### config.mk
export PLATFORM = sky130hd
export DESIGN_NAME = game_timer
export DESIGN_NICKNAME = d
export VERILOG_FILES = /design/src/rtl/game_timer.sv
export SDC_FILE = /design/constraint.sdc
export NUM_CORES = 1
export LEC_CHECK = 0
export CORE_MARGIN = 2
export CORE_UTILIZATION = 40
export CTS_CLUSTER_DIAMETER = 50
export DETAILED_ROUTE_END_ITERATION = 8
export PLACE_DENSITY_LB_ADDON = 0.05
export SLEW_MARGIN = 40
export SYNTH_ARGS = -nofsm -noshare
export SYNTH_HDL_FRONTEND = slang
export SYNTH_SLANG_ARGS = --single-unit
export TNS_END_PERCENT = 50
### constraint.sdc
create_clock -name clk_100mhz_in -period 2.7 [get_ports clk_100mhz_in]
set_input_delay 0.54 -clock clk_100mhz_in [delete_from_list [all_inputs] [get_ports clk_100mhz_in]]
set_output_delay 0.54 -clock clk_100mhz_in [all_outputs]
set_load 0.02 [all_outputs]
### src/rtl/game_timer.sv
// Game clock: divides clk_100mhz_in down to TICK_HZ and counts seconds up or
// down between 0 and a limit latched at start, with pause, clear and expiry.
module game_timer #(
    parameter int CLK_FREQ_HZ = 100_000_000,
    parameter int TICK_HZ     = 1,
    parameter int WIDTH       = 10
) (
    input  logic             clk_100mhz_in,
    input  logic             rst_in,
    input  logic             start_in,
    input  logic             pause_in,
    input  logic             clear_in,
    input  logic             mode_in,
    input  logic [WIDTH-1:0] max_in,
    output logic [WIDTH-1:0] time_out,
    output logic             tick_out,
    output logic             running_out,
    output logic             done_out,
    output logic             expired_out
);

    // state    | meaning
    // S_IDLE   | cleared or after reset, count 0, waiting for start
    // S_RUN    | prescaler advancing, count moves on each tick
    // S_PAUSED | prescaler and count frozen while pause_in is high
    // S_DONE   | final value reached, count held until start/clear

    localparam int DIV = CLK_FREQ_HZ / TICK_HZ;
    localparam int PW  = (DIV > 2) ? $clog2(DIV) : 1;
    localparam logic [PW-1:0]    PS_LAST = PW'(DIV - 1);
    localparam logic [WIDTH-1:0] ONE     = WIDTH'(1);

    typedef enum logic [1:0] {
        S_IDLE   = 2'd0,
        S_RUN    = 2'd1,
        S_PAUSED = 2'd2,
        S_DONE   = 2'd3
    } state_t;

    state_t           state_q, state_d;
    logic [PW-1:0]    presc_q, presc_d;
    logic [WIDTH-1:0] time_q, time_d;
    logic [WIDTH-1:0] lim_q, lim_d;
    logic             md_q, md_d;
    logic             tick_q, tick_d;
    logic             exp_q, exp_d;

    // Assertion clears everything at once; release is retimed to the clock.
    logic [1:0] rst_sync_q;
    logic       rst_n;

    always_ff @(posedge clk_100mhz_in or negedge rst_in) begin
        if (!rst_in) begin
            rst_sync_q <= 2'b00;
        end else begin
            rst_sync_q <= {rst_sync_q[0], 1'b1};
        end
    end

    assign rst_n = rst_sync_q[1];

    always_ff @(posedge clk_100mhz_in or negedge rst_n) begin
        if (!rst_n) begin
            state_q <= S_IDLE;
            presc_q <= '0;
            time_q  <= '0;
            lim_q   <= '0;
            md_q    <= 1'b0;
            tick_q  <= 1'b0;
            exp_q   <= 1'b0;
        end else begin
            state_q <= state_d;
            presc_q <= presc_d;
            time_q  <= time_d;
            lim_q   <= lim_d;
            md_q    <= md_d;
            tick_q  <= tick_d;
            exp_q   <= exp_d;
        end
    end

    logic step;
    logic last_tick;

    // Resuming from PAUSED advances the prescaler on the resume edge itself.
    assign step = ((state_q == S_RUN) || (state_q == S_PAUSED)) && !pause_in;
    assign last_tick = md_q ? (time_q == ONE) : (time_q == WIDTH'(lim_q - ONE));

    always_comb begin
        state_d = state_q;
        presc_d = presc_q;
        time_d  = time_q;
        lim_d   = lim_q;
        md_d    = md_q;
        tick_d  = 1'b0;
        exp_d   = 1'b0;

        if (clear_in) begin
            state_d = S_IDLE;
            presc_d = '0;
            time_d  = '0;
        end else if (start_in) begin
            lim_d   = max_in;
            md_d    = mode_in;
            presc_d = '0;
            time_d  = mode_in ? max_in : '0;
            if (max_in == '0) begin
                state_d = S_DONE;
                exp_d   = 1'b1;
            end else begin
                state_d = S_RUN;
            end
        end else if ((state_q == S_RUN) && pause_in) begin
            state_d = S_PAUSED;
        end else if (step) begin
            state_d = S_RUN;
            if (presc_q == PS_LAST) begin
                presc_d = '0;
                tick_d  = 1'b1;
                time_d  = md_q ? WIDTH'(time_q - ONE) : WIDTH'(time_q + ONE);
                if (last_tick) begin
                    state_d = S_DONE;
                    exp_d   = 1'b1;
                end
            end else begin
                presc_d = PW'(presc_q + PW'(1));
            end
        end
    end

    assign time_out    = time_q;
    assign tick_out    = tick_q;
    assign expired_out = exp_q;
    assign running_out = (state_q == S_RUN);
    assign done_out    = (state_q == S_DONE);

endmodule
==> results.md <==
- CTS buffer count: 5
- Reg clk slew, reported paths: 110 ps
- Critical Path Start Type: register
- Worst Path Arrival: 2750 ps
- Final standard cell utilization of the core: 0.494
- Endpoint class of the critical path: register
- Initial DRT Pass Iterations: 4
- Final hold violation count: 0
- Path depth of the worst reg2reg path: 7
- Detailed-route via count: 2841
- Sum of overflow across all layers after global routing: 0
- Number of setup buffers added after CTS: 0
- Total negative slack for setup checks: 0 ps
- Initial core utilization: 0.417
- Shortest clock period the worst path allows after layout: 2500 ps
- Combined global-route utilization of all metal layers: 0.201
- Worst-margin pin slew: 547 ps
- RSZ-0062 raised after global routing: false
- FILL cells: 762
- Final setup violation count: 0
- Commonest non-fill, non-tap cell in the layout: sky130_fd_sc_hd__dfrtp_1
- Leakage power of the design: 1.58 nW
- Core footprint: 7810 um^2
- Site row count: 32
- Synth warnings: 0
- Minimum hold slack: 192 ps
- Post-cts hold buffer count: 0
- Total power density per cell area: 474 nW/um^2
- DPL Wire Length: 6.25 mm
- Footprint of the multi-input gates: 1790 um^2
- Register cell area after layout: 1350 um^2
- Final Worst Setup Slack: 198 ps
- Drc violations: 0
- Synthesized area: 3250 um^2
- Relative area change from synthesis to final layout: 18.6%
- CP Class: register to register
- Clock H-tree levels: 2
- Maximum operating frequency: 400 MHz
- Worst setup slack after placement: 251 ps
- Die Y-Extent: 94.2 um
- Most used cells in the layout excluding fill and tap cells: sky130_fd_sc_hd__dfrtp_1, sky130_fd_sc_hd__nor2_1, sky130_fd_sc_hd__nand2_1
- # nets final: 433
- Synth unique cells: 55
- Synthesized netlist cell count: 370
- IR Drop Worst-Case VDD: 0.210 mV
- Max FO, Critical Path: 6
- Avg WL per Cell: 16.2 um
- Number of pins with negative max-slew slack in the final report: 0
- Share of post-route cells with drive strength above 1: 0.114
- Number of global-route vias before repair: 2837
- Total wire length: 8.32 mm
- Ant. Diodes: 0
- Proportion of synthesized flip-flops having asynchronous set or reset: 1.00
- Outcome: finished clean
- CTS sink cnt: 54
- Share of the yosys chip area belonging to registers: 0.415
- Internal reg-to-reg setup slack: 200 ps
- Period Utilization, post-route: 0.927
- Total die area: 8870 um^2
- Antenna violations before repair: 0
- Endpoint required time on the critical path: 2950 ps
- Remaining antenna violation count: 0
- Relative max-transition margin: 0.635
- Seq cells post-synth: 54
- Post-synth EDFFs: 0
- Kind of path behind the tightest hold check: register to async pin
- Final setup skew: 16.2 ps
- Horizontal die dimension: 94.2 um
- Buffers on Ports: 29
- Top flip-flop cell by instance count after synthesis: sky130_fd_sc_hd__dfrtp_1
- 1st-iter DRT viols: 68
- Worst-skew pair later-pin latency: 320 ps
- TritonCTS clock tree: yes
- Avg Synthesized Cell Area: 8.80 um^2
- Global-route wire length before repair: 14.0 mm
- Buffer depth of the longest clock path: 2
- Library cell used as clock root buffer: sky130_fd_sc_hd__clkbuf_8
- Routability congestion estimate from global placement: 0.850
- Vias per std cell: 5.54
- Maximum number of pins on one net before global-route repair: 24
- Max-capacitance violation count: 0
- Total I/O pin count: 30
- Post-CTS resize count: 0
- Number of nets in the synthesized netlist: 393
## logic make-up (layout without fill, tap and decap cells)
family	count (synthesis)	in the layout	share of synthesized area
compound gates	81	81	0.160
xor+xnor	29	29	0.0780
fa+ha+maj	7	7	0.0269
buf+inv	27	68	0.0354
flops	54	54	0.415
mux	12	12	0.0411
other cells	1	1	0.00115
simple gates	159	159	0.242
## layer usage
layer,GRT usage,vias up,wire (um)
met5,0,-,0
met3,0.0289,15,182
li1,-,1388,-
met4,0.0616,0,153
met2,0.354,44,4200
met1,0.255,1394,3790
## power breakdown
part	total, mW	internal, mW	switching, mW
Sequential	0.911	0.846	0.0655
Clock	0.566	0.282	0.285
Combinational	0.353	0.168	0.184
Total	1.83	1.30	0.535
## state kept, by name (all words and copies together) (netlist names)
| name | flops |
|---|---|
| presc_q | 27 |
| lim_q | 10 |
| time_out | 10 |
| rst_sync_q | 2 |
| state_q | 2 |
| expired_out | 1 |
| md_q | 1 |
| tick_out | 1 |
## cell type report
| cell class | instances | area share |
|---|---|---|
| clock inverter | 3 | 0.0123 |
| timing repair buffer | 47 | 0.110 |
| sequential | 54 | 0.351 |
| clock buffer | 5 | 0.0178 |
| multi-input combinational | 289 | 0.463 |
| inverter | 13 | 0.0126 |
| tap | 102 | 0.0331 |
## worst max-delay path, cell delays in order (launching register included)
cell and delay (ps):
sky130_fd_sc_hd__dfrtp_1 460, sky130_fd_sc_hd__nor4b_1 350, sky130_fd_sc_hd__nand4b_1 120, sky130_fd_sc_hd__or4_1 690
sky130_fd_sc_hd__nor3_4 270, sky130_fd_sc_hd__nor2_2 110, sky130_fd_sc_hd__or3_1 370, sky130_fd_sc_hd__o21ai_2 60
## stage by stage
step / cells / power (mW) / cell area [um^2]
floorplan: 370 / 1.14 / 3250
global placement: 505 / 1.28 / 3740
detailed placement: 505 / 1.28 / 3740
CTS: 513 / 1.85 / 3860
global route: 513 / 1.93 / 3860
finish: 513 / 1.83 / 3860
## synthesized netlist by cell type (2+ instances only)
cell | count | area share
sky130_fd_sc_hd__buf_2 | 2 | 0.0031
sky130_fd_sc_hd__nand4b_1 | 3 | 0.0081
sky130_fd_sc_hd__o21ai_0 | 23 | 0.035
sky130_fd_sc_hd__a22o_1 | 2 | 0.0054
sky130_fd_sc_hd__nor4b_1 | 2 | 0.0054
sky130_fd_sc_hd__xor2_1 | 15 | 0.040
sky130_fd_sc_hd__xnor2_1 | 14 | 0.038
sky130_fd_sc_hd__nor2_1 | 44 | 0.051
sky130_fd_sc_hd__o31ai_1 | 7 | 0.016
sky130_fd_sc_hd__nor4_1 | 7 | 0.013
sky130_fd_sc_hd__or3_1 | 5 | 0.0096
sky130_fd_sc_hd__nand2_1 | 41 | 0.047
sky130_fd_sc_hd__nand2b_1 | 4 | 0.0077
sky130_fd_sc_hd__ha_1 | 7 | 0.027
sky130_fd_sc_hd__a31oi_1 | 7 | 0.013
sky130_fd_sc_hd__a21o_1 | 3 | 0.0069
sky130_fd_sc_hd__nor3b_1 | 3 | 0.0069
sky130_fd_sc_hd__and3_1 | 2 | 0.0038
sky130_fd_sc_hd__and2_1 | 2 | 0.0038
sky130_fd_sc_hd__or2_2 | 3 | 0.0058
sky130_fd_sc_hd__nand3_1 | 15 | 0.023
sky130_fd_sc_hd__o21a_1 | 2 | 0.0046
sky130_fd_sc_hd__nor3_1 | 11 | 0.017
sky130_fd_sc_hd__nor2b_1 | 2 | 0.0038
sky130_fd_sc_hd__nand3b_1 | 4 | 0.0092
sky130_fd_sc_hd__mux2_2 | 11 | 0.038
sky130_fd_sc_hd__nand4_1 | 4 | 0.0077
sky130_fd_sc_hd__inv_1 | 13 | 0.015
sky130_fd_sc_hd__or4_1 | 3 | 0.0069
sky130_fd_sc_hd__a41oi_1 | 2 | 0.0054
sky130_fd_sc_hd__a21oi_1 | 22 | 0.034
sky130_fd_sc_hd__clkbuf_1 | 9 | 0.010
sky130_fd_sc_hd__dfrtp_1 | 54 | 0.42
## final timing paths
path | to | start
max reg2reg | time_out[1] | presc_q[8]
min | state_q[0] | rst_sync_q[1]
max in group asynchronous | time_out[6] | rst_sync_q[1]
max | time_out[1] | presc_q[8]
min in group clk_100mhz_in | rst_sync_q[1] | rst_sync_q[0]
min reg2reg | state_q[0] | rst_sync_q[1]
Power figures use the tool's default switching activity.
